--- config.mk ---
export PLATFORM = sky130hd
export DESIGN_NAME = raytracing_scheduler
export DESIGN_NICKNAME = d
export VERILOG_FILES = /design/src/rtl/raytracing_scheduler.sv
export SDC_FILE = /design/constraint.sdc
export NUM_CORES = 2
export LEC_CHECK = 0
export BUFFER_PORTS_ARGS = -buffer_cell sky130_fd_sc_hd__buf_2
export CAP_MARGIN = 20
export CORE_UTILIZATION = 35
export DETAILED_ROUTE_END_ITERATION = 6
export PLACE_DENSITY = 0.54
export SYNTH_ARGS = -nofsm -noshare
export SYNTH_HDL_FRONTEND = slang
export SYNTH_SLANG_ARGS = --single-unit
export TNS_END_PERCENT = 1
--- constraint.sdc ---
create_clock -name clk -period 16.3 [get_ports clk]
set_clock_uncertainty 0.1 [all_clocks]
set_input_delay 1.63 -clock clk [delete_from_list [all_inputs] [get_ports clk]]
set_output_delay 1.63 -clock clk [all_outputs]
set_load 0.01 [all_outputs]
--- src/rtl/raytracing_scheduler.sv ---
// Frame sequencer for the raytracing worker array: per segment it sets up row terms,
// launches workers, waits for completion, then streams colours to the framebuffer.
// Ports: clk/rst, start/sphere_y (frame control), frame_done/error (status),
// worker_activate/worker_busy/pixel_*/doty_r/sphere_y_sqrd/worker_buffer (workers),
// fb_we/fb_addr/fb_data/fb_ready (framebuffer write port).
module raytracing_scheduler #(
  parameter int N_WORKERS        = 4,
  parameter int JOBS_SUBDIVISION = 8,
  parameter int SCREEN_W         = 640,
  parameter int SCREEN_H         = 480,
  parameter int FP_B             = 4,
  parameter int S_B              = 16,
  parameter int TIMEOUT          = 1023
) (
  input  logic                                   clk,
  input  logic                                   rst,
  input  logic                                   start,
  input  logic signed [S_B-1:0]                  sphere_y,
  output logic                                   frame_done,
  output logic                                   error,
  output logic [N_WORKERS-1:0]                   worker_activate,
  input  logic [N_WORKERS-1:0]                   worker_busy,
  output logic [N_WORKERS*12-1:0]                pixel_start_x,
  output logic signed [11:0]                     pixel_y,
  output logic [16:0]                            pixel_y_sqrd,
  output logic signed [31:0]                     doty_r,
  output logic [31:0]                            sphere_y_sqrd,
  input  logic [N_WORKERS*JOBS_SUBDIVISION*12-1:0] worker_buffer,
  output logic                                   fb_we,
  output logic [18:0]                            fb_addr,
  output logic [11:0]                            fb_data,
  input  logic                                   fb_ready
);

  localparam int SEG  = N_WORKERS * JOBS_SUBDIVISION;
  localparam int NSEG = SCREEN_W / SEG;
  localparam int RW   = (SCREEN_H > 1) ? $clog2(SCREEN_H) : 1;
  localparam int SW   = (NSEG > 1) ? $clog2(NSEG) : 1;
  localparam int KW   = (SEG > 1) ? $clog2(SEG) : 1;
  localparam int TW   = $clog2(TIMEOUT + 1);
  localparam int BW   = N_WORKERS * JOBS_SUBDIVISION * 12;

  localparam logic [TW-1:0] TLIM     = TW'(TIMEOUT - 1);
  localparam logic [KW-1:0] K_LAST   = KW'(SEG - 1);
  localparam logic [SW-1:0] SEG_LAST = SW'(NSEG - 1);
  localparam logic [RW-1:0] ROW_LAST = RW'(SCREEN_H - 1);

  typedef enum logic [2:0] {
    S_IDLE, S_SETUP, S_LAUNCH, S_RUN, S_RELEASE, S_DRAIN, S_NEXT
  } state_t;

  state_t                 state_q;
  logic [RW-1:0]          row_q;
  logic [SW-1:0]          seg_q;
  logic [KW-1:0]          k_q;
  logic [TW-1:0]          tmr_q;
  logic signed [S_B-1:0]  sy_q;

  logic signed [11:0]     py_d;
  logic signed [16:0]     py17_d;
  logic signed [16:0]     pysq_d;
  logic signed [S_B+11:0] doty_d;
  logic signed [2*S_B-1:0] sysq_d;
  logic [18:0]            base_d;
  logic [N_WORKERS*12-1:0] psx_d;

  assign py_d   = 12'(SCREEN_H / 2 - int'(row_q));
  assign py17_d = 17'(py_d);
  // 17-bit product is exact: |pixel_y| <= 240 keeps the square below 2^17
  assign pysq_d = py17_d * py17_d;
  assign doty_d = py_d * sy_q;
  assign sysq_d = sy_q * sy_q;
  assign base_d = 19'(int'(row_q) * SCREEN_W + int'(seg_q) * SEG);

  always_comb begin
    psx_d = '0;
    for (int i = 0; i < N_WORKERS; i++)
      psx_d[12*i +: 12] = 12'(int'(seg_q) * SEG - SCREEN_W / 2 + i);
  end

  // drain order interleaves workers: k -> worker k%N, job k/N
  function automatic logic [11:0] pick(
    input logic [BW-1:0] wb,
    input logic [KW-1:0] k
  );
    int idx;
    idx = (int'(k) % N_WORKERS) * JOBS_SUBDIVISION + int'(k) / N_WORKERS;
    return wb[idx*12 +: 12];
  endfunction

  always_ff @(posedge clk) begin
    if (rst) begin
      state_q         <= S_IDLE;
      row_q           <= '0;
      seg_q           <= '0;
      k_q             <= '0;
      tmr_q           <= '0;
      sy_q            <= '0;
      frame_done      <= 1'b0;
      error           <= 1'b0;
      worker_activate <= '0;
      pixel_start_x   <= '0;
      pixel_y         <= '0;
      pixel_y_sqrd    <= '0;
      doty_r          <= '0;
      sphere_y_sqrd   <= '0;
      fb_we           <= 1'b0;
      fb_addr         <= '0;
      fb_data         <= '0;
    end else begin
      frame_done <= 1'b0;
      unique case (state_q)
        S_IDLE: begin
          if (start) begin
            sy_q    <= sphere_y;
            error   <= 1'b0;
            row_q   <= '0;
            seg_q   <= '0;
            state_q <= S_SETUP;
          end
        end
        S_SETUP: begin
          pixel_y         <= py_d;
          pixel_y_sqrd    <= pysq_d;
          doty_r          <= 32'(doty_d);
          sphere_y_sqrd   <= 32'(sysq_d >>> FP_B);
          pixel_start_x   <= psx_d;
          tmr_q           <= '0;
          worker_activate <= '1;
          state_q         <= S_LAUNCH;
        end
        S_LAUNCH: begin
          if (worker_busy == '1) begin
            tmr_q   <= '0;
            state_q <= S_RUN;
          end else if (tmr_q == TLIM) begin
            error           <= 1'b1;
            worker_activate <= '0;
            state_q         <= S_IDLE;
          end else begin
            tmr_q <= tmr_q + 1'b1;
          end
        end
        S_RUN: begin
          if (worker_busy == '0) begin
            worker_activate <= '0;
            state_q         <= S_RELEASE;
          end else if (tmr_q == TLIM) begin
            error           <= 1'b1;
            worker_activate <= '0;
            state_q         <= S_IDLE;
          end else begin
            tmr_q <= tmr_q + 1'b1;
          end
        end
        S_RELEASE: begin
          k_q     <= '0;
          fb_we   <= 1'b1;
          fb_addr <= base_d;
          fb_data <= pick(worker_buffer, '0);
          state_q <= S_DRAIN;
        end
        S_DRAIN: begin
          if (fb_ready) begin
            if (k_q == K_LAST) begin
              fb_we   <= 1'b0;
              state_q <= S_NEXT;
            end else begin
              k_q     <= k_q + 1'b1;
              fb_addr <= fb_addr + 1'b1;
              fb_data <= pick(worker_buffer, KW'(k_q + 1'b1));
            end
          end
        end
        S_NEXT: begin
          if (seg_q != SEG_LAST) begin
            seg_q   <= seg_q + 1'b1;
            state_q <= S_SETUP;
          end else if (row_q != ROW_LAST) begin
            seg_q   <= '0;
            row_q   <= row_q + 1'b1;
            state_q <= S_SETUP;
          end else begin
            frame_done <= 1'b1;
            state_q    <= S_IDLE;
          end
        end
        default: state_q <= S_IDLE;
      endcase
    end
  end

endmodule

==> impl_summary.log <==
[metrics] outcome: finished, final reports clean
[metrics] Filler cells: 8,286
[metrics] half-perimeter wire length of the detailed placement result: 85.2 mm
[metrics] total number of yosys warnings: 0
[metrics] CP max FO: 26
[metrics] initial standard-cell utilization of the core: 35.6%
[metrics] final wirelength: 104 mm
[metrics] vias in the first global route: 24,200
[metrics] most common library cell in the layout ignoring fill and taps: inv_1
[metrics] first-pass GRT wire length: 153 mm
[metrics] floorplan core area: 81,100 sq um
[metrics] Overall Global Routing Usage: 24.9%
[metrics] nature of the critical path startpoint: register
[metrics] Relative slew margins: 34.5%
[metrics] unrepaired setup endpoints after global routing: false
[metrics] count of placed standard cells in the final layout, fillers left out: 4,749
[metrics] final count of pins violating max slew: 0
[metrics] clk slew on worst S/H paths: 0.09 ns
[metrics] power density normalized to cell area: 56.7 nW/um^2
[metrics] input/output buffers: 569
[metrics] gp weighted congestion: 0.917
[metrics] area of the mapped netlist: 28,800 sq um
[metrics] aggregate global routing overflow: 0
[metrics] DRC viols: 0
[metrics] cell family with most CP delay: adder cells
[metrics] clock sink count: 172
[metrics] final setup vio count: 0
[metrics] vias per cell: 5.12
[metrics] site row count: 104
[metrics] Max Buffers Root-to-Sink: 2
[metrics] initial antenna violation count: 18
[metrics] nets: 4,735
[metrics] CTS Buf Count: 17
[metrics] maximum number of pins on one net before global-route repair: 68
[metrics] worst path required time: 16.65 ns
[metrics] sum of negative setup slack: 0 ns
[metrics] critical path's slowest cell: fa_1
[metrics] EDFF count, synth: 0
[metrics] maximum operating frequency: 135 MHz
[metrics] CP max stage delay: 0.77 ns
[metrics] Ports: 587
[metrics] Layout Area Growth over Synthesis: 14.9%
[metrics] post-synth cell types: 78
[metrics] measured slew at the worst slew-check pin: 0.983 ns
[metrics] Max Cap Violations: 0
[metrics] Post-CTS Hold Fix Bufs: 0
[metrics] Tcrit/Tclk final: 45.6%
[metrics] primary flip-flop cell chosen by synthesis mapping: dfxtp_1
[metrics] worst setup path class: register to register
[metrics] area of placed instances: 32,500 sq um
[metrics] dominant cell type by count on the critical path: fa_1
[metrics] die width: 289 microns
[metrics] number of DRC violations after detailed-routing iteration 0: 1,618
[metrics] post-route minimum period: 7.43 ns
[metrics] WP buf/inv: 6
[metrics] critical path cell sequence: buf_4 > clkinv_1 > nor2_1 > fa_1 > fa_1 > inv_1 > fa_1 > inv_1 > fa_1 > inv_1 > fa_1 > inv_1 > fa_1 > ha_1 > and3_1 > a32o_1 > a221o_1 > a2111o_1 > a21oi_1 > o21ba_1 > nand4b_1 > nand3_1
[metrics] TritonRoute pass-1 iters: 5
[metrics] worst min-delay path class: register to register
[metrics] vertical extent of the die: 289 microns
[metrics] synthesis-stage register bit count: 172
[metrics] total vias in the final route: 24,300
[metrics] DP Cell Count: 4,710
[metrics] setup fix buffers added after clock tree synthesis: 0
[metrics] Leak: 16.8 nW
[metrics] depth of the CTS H-tree: 4
[metrics] clk_lat worst skew: 0.50 ns
[metrics] TritonCTS clock tree: built
[metrics] fraction of final layout cells sized beyond drive strength 1: 20.9%
[metrics] count of antenna-violating nets left after detailed routing: 0
[metrics] die outline area: 83,600 sq um
[metrics] commonest non-fill, non-tap cells in the layout: 601 x inv_1, 568 x buf_2, 448 x fa_1
[metrics] Resized Gates After CTS: 0
[metrics] kind of capture point of the worst setup path: register
[metrics] final core occ: 40.9%
[metrics] CTS Root Buffer Type: clkbuf_16
[metrics] portion of the post-synthesis area used by sequential elements: 11.9%
[metrics] asr flop ratio synth: 0%
[metrics] Max IR drop VDD: 0.0872 mV
[metrics] Post-Syn Area per Cell: 8.94 sq um
[metrics] number of cells produced by synthesis: 3,228
[metrics] Post-Layout Inst Area: 33,200 sq um
[metrics] Power, Total: 0.00188 W
[metrics] data arrival time of the critical path: 7.78 ns
[metrics] number of hold violations in the final report: 0
[metrics] wire length per cell after detailed routing: 21.9 microns
Yosys cell counts, types with 4 or more instances:
library cell	count	area, sq um
inv_1	601	2260
fa_1	448	8970
nand2_1	372	1400
ha_1	210	2630
nor2_1	188	706
a21oi_1	184	921
dfxtp_1	172	3440
clkbuf_1	136	510
and2_1	103	644
mux4_2	96	2160
xnor2_1	76	666
buf_4	56	420
mux2i_1	41	410
o21ai_1	41	205
xor2_1	41	359
a211oi_1	40	300
o21ai_0	40	200
nand3_1	34	170
nor3_1	33	165
a21o_1	32	240
and3_1	30	188
nand2b_1	23	144
nor2b_1	22	138
nand4_1	20	125
buf_2	15	75.1
nand3b_1	14	105
a221oi_1	13	114
o21bai_1	12	90.1
or3_1	10	62.6
a22oi_1	9	67.6
a211o_1	7	61.3
a31oi_1	7	43.8
a41oi_1	7	61.3
o21a_1	7	52.6
buf_1	6	22.5
nand4b_1	6	52.6
o211ai_1	6	45.0
o22ai_1	5	31.3
and4_1	4	35.0
nor4_1	4	25.0
o41ai_1	4	35.0
or4_1	4	30.0
path summary, 6_finish.rpt:
kind | start | end | depth (start not counted) | slack (ns)
min reg2reg | sphere_y_sqrd[16] | sphere_y_sqrd[16] | 2 | 0.35
max reg2reg | sy_q[15] | sphere_y_sqrd[25] | 22 | 8.87
max | sy_q[15] | sphere_y_sqrd[25] | 22 | 8.87
min | sphere_y_sqrd[16] | sphere_y_sqrd[16] | 2 | 0.35
metrics by stage:
| step | setup WS, ns | hold WS, ns |
|---|---|---|
| floorplan | 9.66 | 0.336 |
| global placement | 9.01 | 0.337 |
| detailed placement | 8.91 | 0.340 |
| CTS | 8.88 | 0.351 |
| global route | 8.48 | 0.371 |
| finish | 8.87 | 0.350 |
cells by family (layout without fill, tap and decap cells):
logic type      after synthesis  in the layout  synth area share [%]
simple gates                880            880                  14.2
buf+inv                     819           1255                  11.5
other cells                   1             26                0.0130
compound gates              442            442                  9.54
fa+ha+maj                   658            658                  40.2
mux                         137            137                  8.92
flops                       172            172                  11.9
xor+xnor                    119            119                  3.69
cell type report:
class,count,area [sq um],share of cell area (%)
Multi-Input combinational cell,2255,22200,67.1
Clock buffer,17,425,1.28
Sequential cell,172,3440,10.4
Timing Repair Buffer,619,3230,9.74
Inverter,604,2270,6.85
Clock inverter,15,201,0.608
Antenna cell,7,17.5,0.0528
Tap cell,1060,1330,4.00
routing by layer:
metal / global-route usage [%] / vias to the layer above / part of all wire (%)
li1: - / 11200 / -
met1: 31.1 / 12200 / 40
met2: 40.7 / 792 / 47
met3: 6.01 / 134 / 7.9
met4: 11.2 / 8 / 4.8
met5: 0 / - / 0.048
registers in the layout, summed over array words and instances, names as in the netlist:
register / cells
worker_activate: 4
fb_data: 12
error: 1
fb_addr: 19
fb_we: 1
pixel_y_sqrd: 15
k_q: 5
frame_done: 1
row_q: 9
pixel_start_x: 7
sphere_y_sqrd: 28
tmr_q: 10
seg_q: 5
pixel_y: 10
doty_r: 26
state_q: 3
sy_q: 16
where the power goes:
part / switching, W / internal, W / total [W]
Clock: 0.000237 / 0.000235 / 0.000471
Combinational: 0.000564 / 0.000355 / 0.000919
Sequential: 0.0000356 / 0.000455 / 0.000490
Total: 0.000837 / 0.00104 / 0.00188
worst reg2reg max path: cells and delay by family, from the launching register on:
kind            cells  cell delay [ns]
flops               1             0.31
buf+inv             6             1.24
compound gates      5             1.39
fa+ha+maj           7             3.57
simple gates        4             0.74
No activity file was read; power rests on OpenSTA's default activity.
